## src/rtl/dcls_lockstep_ctrl.sv

```systemverilog
// Lockstep checker/sequencer for the dual-core lockstep pair: aligns the main
// core bundle with the shadow core, compares every cycle and escalates to FAULT.
module dcls_lockstep_ctrl #(
  parameter int unsigned DCLS_DELAY   = 2,
  parameter int unsigned CMP_W        = 64,
  parameter int unsigned FAULT_THRESH = 2,
  parameter int unsigned CNT_W        = 16
) (
  input  logic             clk_i,
  input  logic             rst_ni,
  input  logic             enable_i,
  input  logic             clear_i,
  input  logic [CMP_W-1:0] main_bus_i,
  input  logic [CMP_W-1:0] shadow_bus_i,
  output logic [CMP_W-1:0] main_bus_dly_o,
  output logic             armed_o,
  output logic             mismatch_o,
  output logic             fault_o,
  output logic [CMP_W-1:0] syndrome_o,
  output logic [CNT_W-1:0] err_cnt_o,
  output logic [1:0]       state_o
);

  typedef enum logic [1:0] {
    IDLE   = 2'd0,
    WARMUP = 2'd1,
    CHECK  = 2'd2,
    FAULT  = 2'd3
  } state_e;

  localparam logic [3:0]       WARM_LAST = 4'(DCLS_DELAY - 1);
  localparam logic [3:0]       THRESH    = 4'(FAULT_THRESH);
  localparam logic [CNT_W-1:0] CNT_MAX   = '1;

  logic [CMP_W-1:0] dly_q [DCLS_DELAY];

  state_e           state_q, state_d;
  logic [3:0]       warm_q, warm_d;
  logic [3:0]       consec_q, consec_d;
  logic [CNT_W-1:0] err_q, err_d;
  logic [CMP_W-1:0] syn_q, syn_d;
  logic             syn_valid_q, syn_valid_d;
  logic             mismatch_q, mismatch_d;
  logic             armed_q, fault_q;
  logic             miss;

  // Main-core delay line; shifts in every state so alignment never slips.
  always_ff @(posedge clk_i or negedge rst_ni) begin
    if (!rst_ni) begin
      for (int i = 0; i < int'(DCLS_DELAY); i++) begin
        dly_q[i] <= '0;
      end
    end else begin
      dly_q[0] <= main_bus_i;
      for (int i = 1; i < int'(DCLS_DELAY); i++) begin
        dly_q[i] <= dly_q[i-1];
      end
    end
  end

  assign main_bus_dly_o = dly_q[DCLS_DELAY-1];
  assign miss           = (main_bus_dly_o != shadow_bus_i);

  always_comb begin
    state_d     = state_q;
    warm_d      = warm_q;
    consec_d    = consec_q;
    err_d       = err_q;
    syn_d       = syn_q;
    syn_valid_d = syn_valid_q;
    mismatch_d  = 1'b0;

    unique case (state_q)
      IDLE: begin
        if (enable_i) begin
          state_d = WARMUP;
          warm_d  = 4'd0;
        end
      end

      WARMUP: begin
        warm_d = warm_q + 4'd1;
        if (!enable_i) begin
          state_d = IDLE;
        end else if (warm_q == WARM_LAST) begin
          state_d = CHECK;
        end
      end

      CHECK: begin
        if (miss) begin
          mismatch_d = 1'b1;
          consec_d   = consec_q + 4'd1;
          if (err_q != CNT_MAX) begin
            err_d = err_q + 1'b1;
          end
          if (!syn_valid_q && (syn_q == '0)) begin
            syn_d       = main_bus_dly_o ^ shadow_bus_i;
            syn_valid_d = 1'b1;
          end
          if ((consec_q + 4'd1) == THRESH) begin
            state_d = FAULT;
          end
        end else begin
          consec_d = 4'd0;
        end
        // Reaching the threshold wins over a falling enable.
        if ((state_d != FAULT) && !enable_i) begin
          state_d  = IDLE;
          consec_d = 4'd0;
        end
      end

      FAULT: begin
        if (clear_i) begin
          state_d     = WARMUP;
          warm_d      = 4'd0;
          consec_d    = 4'd0;
          syn_d       = '0;
          syn_valid_d = 1'b0;
        end
      end

      default: state_d = IDLE;
    endcase
  end

  always_ff @(posedge clk_i or negedge rst_ni) begin
    if (!rst_ni) begin
      state_q     <= IDLE;
      warm_q      <= 4'd0;
      consec_q    <= 4'd0;
      err_q       <= '0;
      syn_q       <= '0;
      syn_valid_q <= 1'b0;
      mismatch_q  <= 1'b0;
      armed_q     <= 1'b0;
      fault_q     <= 1'b0;
    end else begin
      state_q     <= state_d;
      warm_q      <= warm_d;
      consec_q    <= consec_d;
      err_q       <= err_d;
      syn_q       <= syn_d;
      syn_valid_q <= syn_valid_d;
      mismatch_q  <= mismatch_d;
      armed_q     <= (state_d == CHECK);
      fault_q     <= (state_d == FAULT);
    end
  end

  assign armed_o    = armed_q;
  assign mismatch_o = mismatch_q;
  assign fault_o    = fault_q;
  assign syndrome_o = syn_q;
  assign err_cnt_o  = err_q;
  assign state_o    = state_q;

endmodule

```

## config.mk

```make
export PLATFORM = sky130hd
export DESIGN_NAME = dcls_lockstep_ctrl
export DESIGN_NICKNAME = d
export VERILOG_FILES = /design/src/rtl/dcls_lockstep_ctrl.sv
export SDC_FILE = /design/constraint.sdc
export NUM_CORES = 1
export LEC_CHECK = 0
export ABC_AREA = 1
export CAP_MARGIN = 15
export CORE_MARGIN = 4
export CORE_UTILIZATION = 35
export CTS_BUF_LIST = sky130_fd_sc_hd__clkbuf_2
export CTS_CLUSTER_DIAMETER = 50
export CTS_CLUSTER_SIZE = 25
export DETAILED_ROUTE_END_ITERATION = 8
export GPL_TIMING_DRIVEN = 0
export PLACE_DENSITY_LB_ADDON = 0.25
export SYNTH_ARGS = -nofsm -noshare
export SYNTH_HDL_FRONTEND = slang
export SYNTH_SLANG_ARGS = --single-unit
```

## constraint.sdc

```tcl
create_clock -name clk_i -period 2.85 [get_ports clk_i]
set_clock_uncertainty 0.15 [all_clocks]
set_input_delay 0.285 -clock clk_i [delete_from_list [all_inputs] [get_ports clk_i]]
set_output_delay 0.285 -clock clk_i [all_outputs]
set_load 0.02 [all_outputs]
```

==> reports/results.ini, run 1 <==
[critical_path]
reg2reg_slack_ns=0.38
r2r-start=main_bus_dly_o[5]
critPathMaxStageDelay_ns=0.53
critPathLaunchType=input port
required_ns=3.49
critPathKind=input port to register
crit_top_cell=nand2_1
end_kind=register
crit_buf_inv=5
crit_family=buffers and inverters
crit_slowest_cell=dlygate4sd3_1
reg2reg_depth=14
rr_endpoint=syndrome_o[18]
crit_chain=dlygate4sd3_1 > clkdlybuf4s50_1 > inv_1 > nand2_1 > nand2_1 > nor2_1 > nand2_1 > nor2_1 > nand2_1 > nor2_2 > nand3_1 > nand3_1 > buf_4 > buf_4 > nand2_1 > nand2_1
cp_max_fo=10
crit_arrival_ns=3.17

[power_and_ir_drop]
power_uw=10250
powerDensity_mw_per_mm2=728.4
peakVddDrop_uv=453.8
p_leak_uw=0.006871

[timing]
whs_ns=0.1384
final-setup-viol-count=0
min_period_ns=2.526
fmax_ghz=0.3959
post-route-period-util_pct=88.62
relSlewSlack_pct=67.08
tightest_slew_ns=0.4938
rsz0062_at_grt=no
report.final.slew_viol_count=0
finalSetupTns_ns=0
finalHoldViolCount=0

[hold_path]
hp-class=input port to register
min_path_cells=4
worstHoldStart=clear_i
worstHoldEndpoint=consec_q[3]

[place]
io_buffers=280
gp_congestion=0.8088
hpwl_um=19590
dp.cells=1593

[layout]
num-nets-final=1561
drive_gt1_share_pct=9.550
area_delta_synth_final_pct=55.81
fin_cells=1777
fillers=2176

[yosys]
synth_xor_area_share_pct=2.619
ys_ff_latch=222
synthDistinctLibCells=26
yosysWarnings=0
synth-edff-count=0
synth_compound_area_share_pct=1.025
syn_area_per_cell_sq_um=9.204
synthAdderAreaFrac_pct=0.6929
seq_area_frac_synth_pct=61.53
synthFlopType=dfrtp_1
syn_inst=981
yosys.area_share.simple_pct=23.78
synth_top_family_by_area=simple AND/OR/NAND/NOR gates
synth_area_sq_mm=0.009029
syn_nets=1118
async_flop_share_pct=100.0
muxShareOfSynthArea_pct=0.1109

[clocking]
cts_tree=yes
h-tree-depth=1
clockBufferDepth=3
ctsResizeCount=0
numCtsBuffers=27
cts-root-buf=clkbuf_2
clkSinkCount=222
clock_latency_ns=0.87
clk_pin_slew_ns=0.21

[die]
die_area_sq_mm=0.02843
io_pins=281
die_width_um=168.6
core_area_sq_mm=0.02525
start_util_pct=35.75
die_h_um=168.6
core.rowCount=58

[drt]
first_pass_iters=4
ant_nets=0
drt-vias-per-instance=4.262
drt_iter0_drc=382
drc=0
drt-total-wl_um=26650
wl_per_cell_um=15.00
dr_total_vias=7573

[global_route]
grt.total_usage_pct=18.40
grt_pass1_wl_um=41780
grt_overflow=0
antenna_found_initial=2
grt_max_degree=89
grt_pass1_vias=7899

[job]
max_cap_violations=0

[run_status]
status=finished, final reports clean

## synth_stat cells, types with 2 or more instances
library cell	n	area (sq um)
nor3_1	7	35.03
a21oi_1	4	20.02
nor2_1	151	566.8
nor4_1	14	87.58
nand2_1	331	1242
dfrtp_1	222	5555
buf_2	4	20.02
o22ai_1	4	25.02
xnor2_1	10	87.58
inv_1	89	334.1
ha_1	5	62.56
o21ai_1	2	10.01
nand4_1	4	25.02
o21ai_0	4	20.02
xor2_1	17	148.9
buf_4	76	570.6
nand3_1	26	130.1
nor2_2	3	18.77
## placed cells by master (no fill, tap or decap), drive strengths merged, types with 8 or more instances in the layout
| master | instances |
|---|---|
| xor2 | 17 |
| dfrtp | 222 |
| nor3 | 8 |
| nand2 | 332 |
| buf | 84 |
| dlygate4sd3 | 131 |
| inv | 94 |
| nand3 | 26 |
| clkdlybuf4s50 | 279 |
| clkbuf | 28 |
| xnor2 | 10 |
| nor4 | 14 |
| nor2 | 155 |
## tightest hold or removal path: cells and delay by family
| kind | cells | cell delay, ns |
|---|---|---|
| buffers and inverters | 1 | 0.49 |
| AO/OA/AOI/OAI | 1 | 0.20 |
| AND/OR/NAND/NOR | 2 | 0.15 |
## where the power goes
part	switching (uW)	internal (uW)
logic	2250	1780
clock network	1240	810
registers	465	3710
total	3950	6300
## worst max-delay path by stage
stage | start | slack [ns] | end | depth (start not counted)
2_1_floorplan | err_cnt_o[0] | 0.90 | err_cnt_o[1] | 10
3_3_place_gp | rst_ni | -8.22 | err_cnt_o[8] | 1
3_5_place_dp | shadow_bus_i[5] | -0.002 | syndrome_o[33] | 15
4_1_cts | main_bus_dly_o[10] | 0.24 | main_bus_dly_o[10] | 2
5_1_grt | main_bus_dly_o[61] | 0.08 | syndrome_o[18] | 14
6_report | shadow_bus_i[5] | 0.32 | syndrome_o[18] | 16
## sequential cells by signal, summed over array words and instances, names as in the netlist
register	flops
err_cnt_o	16
warm_q	4
consec_q	4
main_bus_dly_o	64
dly_q	64
syn_valid_q	1
fault_o	1
mismatch_o	1
state_o	2
syndrome_o	64
armed_o	1
## per-stage QoR
stage	utilization (%)	instance area (sq um)	worst slack (ns)
after floorplan	-	9029	0.8976
after global placement	48.48	12240	-8.219
after detailed placement	48.72	12300	-0.001975
after CTS	55.68	14060	0.2412
after global routing	55.70	14070	0.07620
final	55.70	14070	0.3244
## layout make-up
class | count | area [sq um] | share of cell area, %
Timing Repair Buffer | 414 | 4202 | 29.87
Buffer | 80 | 590.6 | 4.198
Tap cell | 330 | 412.9 | 2.935
Antenna cell | 2 | 5.005 | 0.03558
Sequential cell | 222 | 5555 | 39.49
Clock inverter | 22 | 279.0 | 1.983
Inverter | 89 | 334.1 | 2.375
Multi-Input combinational cell | 590 | 2549 | 18.12
Clock buffer | 28 | 140.1 | 0.9962
## repair_timing
item                                    4_1_cts  5_1_grt
hold endpoints to repair                    354        0
endpoints found under the setup margin        0        0
hold buffers                                132        0
buffers inserted                              0        0
## per-layer routing
layer	vias to the layer above	GRT usage, %	wire (um)
met5	-	0	8
li1	3815	-	-
met2	204	32.22	13230
met1	3498	22.43	10800
met4	2	5.363	836
met3	54	4.834	1777
## cell families after synthesis
kind of cell,after synthesis
AO/OA/AOI/OAI,16
XOR/XNOR,27
adder cells (fa/ha/maj),5
buffers and inverters,169
flip-flops,222
multiplexers,1
AND/OR/NAND/NOR,541
Note: power is estimated with default switching activity, not from simulation.
==> inputs of run 2 (changes only) <==
--- a/config.mk
+++ b/config.mk
@@ -13,8 +13,9 @@
 export CTS_CLUSTER_DIAMETER = 50
 export CTS_CLUSTER_SIZE = 25
 export DETAILED_ROUTE_END_ITERATION = 8
+export DONT_BUFFER_PORTS = 1
 export GPL_TIMING_DRIVEN = 0
-export PLACE_DENSITY_LB_ADDON = 0.25
+export PLACE_DENSITY = 0.59
 export SYNTH_ARGS = -nofsm -noshare
 export SYNTH_HDL_FRONTEND = slang
 export SYNTH_SLANG_ARGS = --single-unit
==> run 2 against run 1 <==
The flow now finishes with violations (hold timing). Clock power about the same. Sequential share of layout area increased by 5.2 points. Register-to-register slack got worse by 0.20 ns. Setup slack got worse by 0.14 ns. Critical path type is now register to register. Combinational power decreased by 40%. Critical endpoint is now consec_q[3]. Largest cell class unchanged.
==> reports/results.ini, run 2 (synthesis gave the netlist of run 1 again) <==
[layout]
fin_cells=1618
area_delta_synth_final_pct=37.72
layout_commonest_cell=nand2_1
stdcell_area_sq_mm=0.01243
mostFrequentLayoutCells=nand2_1, dlygate4sd3_1, dfrtp_1
num-nets-final=1400
drive_gt1_share_pct=11.60

[critical_path]
required_ns=3.56
cp_max_fo=10
critPathLaunchType=register
r2r-start=main_bus_dly_o[45]
critPathKind=register to register
crit_top_cell=nand2_1
startpoint=main_bus_dly_o[45]
rr_endpoint=consec_q[3]
crit_chain=nand2_1 > inv_1 > nor2_1 > nor2_1 > nand2_1 > nor2_1 > nand2_1 > nor2_4 > a21oi_2 > buf_2 > nand3_1 > nand2_1 > dlygate4sd3_1
end_kind=register
critPathMaxStageDelay_ns=0.54
crit_end=consec_q[3]
reg2reg_slack_ns=0.18
crit_slowest_cell=dlygate4sd3_1
crit_arrival_ns=3.37
reg2reg_depth=13

[drt]
drt_iter0_drc=389
ant_nets=0
first_pass_iters=5
drt-vias-per-instance=4.463
drt-total-wl_um=26900
drc=0
dr_total_vias=7221
wl_per_cell_um=16.63

[run_status]
violations=hold timing
status=complete, but fails checks

[timing]
fmax_ghz=0.3751
report.final.slew_viol_count=0
finalSetupTns_ns=0
relSlewSlack_pct=54.01
min_period_ns=2.666
whs_ns=-1.111
finalHoldViolCount=222
post-route-period-util_pct=93.55
tightest_slew_ns=0.6898
final-setup-viol-count=0

[global_route]
grt_pass1_vias=7730
grt_overflow=0
grt.total_usage_pct=18.54
antenna_found_initial=3
grt_max_degree=223
grt_pass1_wl_um=41760

[die]
core_area_sq_mm=0.02525
start_util_pct=35.75
io_pins=281
die_h_um=168.6
die_width_um=168.6
core.rowCount=58
die_area_sq_mm=0.02843

[place]
dp.cells=1311
place_area_sq_mm=0.009442
hpwl_um=17520
io_buffers=0
gp_congestion=0.8058

[hold_path]
hp-class=input port to asynchronous set/reset pin

[power_and_ir_drop]
powerDensity_mw_per_mm2=747.8
peakVddDrop_uv=469.4
p_leak_uw=0.006295

[clocking]
clk_pin_slew_ns=0.27
h-tree-depth=1
cts-root-buf=clkbuf_2
clockBufferDepth=3
cts_tree=yes
clock_latency_ns=0.94
numCtsBuffers=28
clkSinkCount=222
postCtsHoldBufs=249

[job]
max_cap_violations=0

## run 2: cell count changes in the layout (fill, tap and decap cells not counted), moves of 2 or more
cell / delta
clkinv_8: +7
dlygate4sd3_1: +118
buf_4: +2
nor2_1: -6
buf_16: -3
bufinv_16: -4
clkinv_1: -2
inv_8: +4
nor2_2: +5
clkinvlp_4: -4
clkdlybuf4s50_1: -279
## run 2: critical path, delay by kind of cell, from the launching register on
kind	cells	cell delay, ns
AO/OA/AOI/OAI	1	0.26
buffers and inverters	3	0.86
flip-flops	1	0.48
AND/OR/NAND/NOR	9	0.84
## run 2: power breakdown
group	internal (uW)	switching [uW]
Clock	566	1460
Combinational	1030	1380
Sequential	3700	1160
## run 2: cell type report
type,count,area (sq um)
well taps,330,412.9
multi-input cells,590,2577
clock inverters,23,284.0
clock buffers,29,145.1
plain buffers,80,590.6
inverters,89,334.1
fillers,2257,12820
diodes,3,7.507
repair buffers,252,2527
flip-flops and latches,222,5555
## run 2: per-stage QoR
stage / worst slack (ns) / util, % / power, uW
after global routing: -0.02047 / 49.24 / 9931
after global placement: 0.04273 / 37.39 / 6955
after CTS: 0.1104 / 48.98 / 9395
after detailed placement: 0.02491 / 37.39 / 7006
after floorplan: 0.8976 / - / 6175
final: 0.1840 / 49.24 / 9299
## run 2: worst min-delay path by stage
| stage | from | end | cells after the start |
|---|---|---|---|
| after floorplan | rst_ni | armed_o | 0 |
| after global placement | rst_ni | dly_q[81] | 0 |
| after detailed placement | rst_ni | main_bus_dly_o[26] | 0 |
| after CTS | rst_ni | main_bus_dly_o[56] | 0 |
| after global routing | rst_ni | main_bus_dly_o[56] | 0 |
| final | rst_ni | dly_q[103] | 0 |
## run 2: what timing repair did
action,in CTS,in global routing
pin swaps,0,3
resized for setup,1,8
endpoints found under the hold margin,367,222
setup endpoints to repair,19,26
setup buffers,0,3
## run 2: layer usage
| layer | global-route usage (%) | share of wire, % | vias to the layer above |
|---|---|---|---|
| met5 | 0 | 0 | - |
| met4 | 7.728 | 4.1 | 0 |
| met3 | 4.904 | 7.4 | 74 |
| met2 | 33.09 | 51 | 268 |
| met1 | 21.04 | 38 | 3376 |
| li1 | - | - | 3503 |
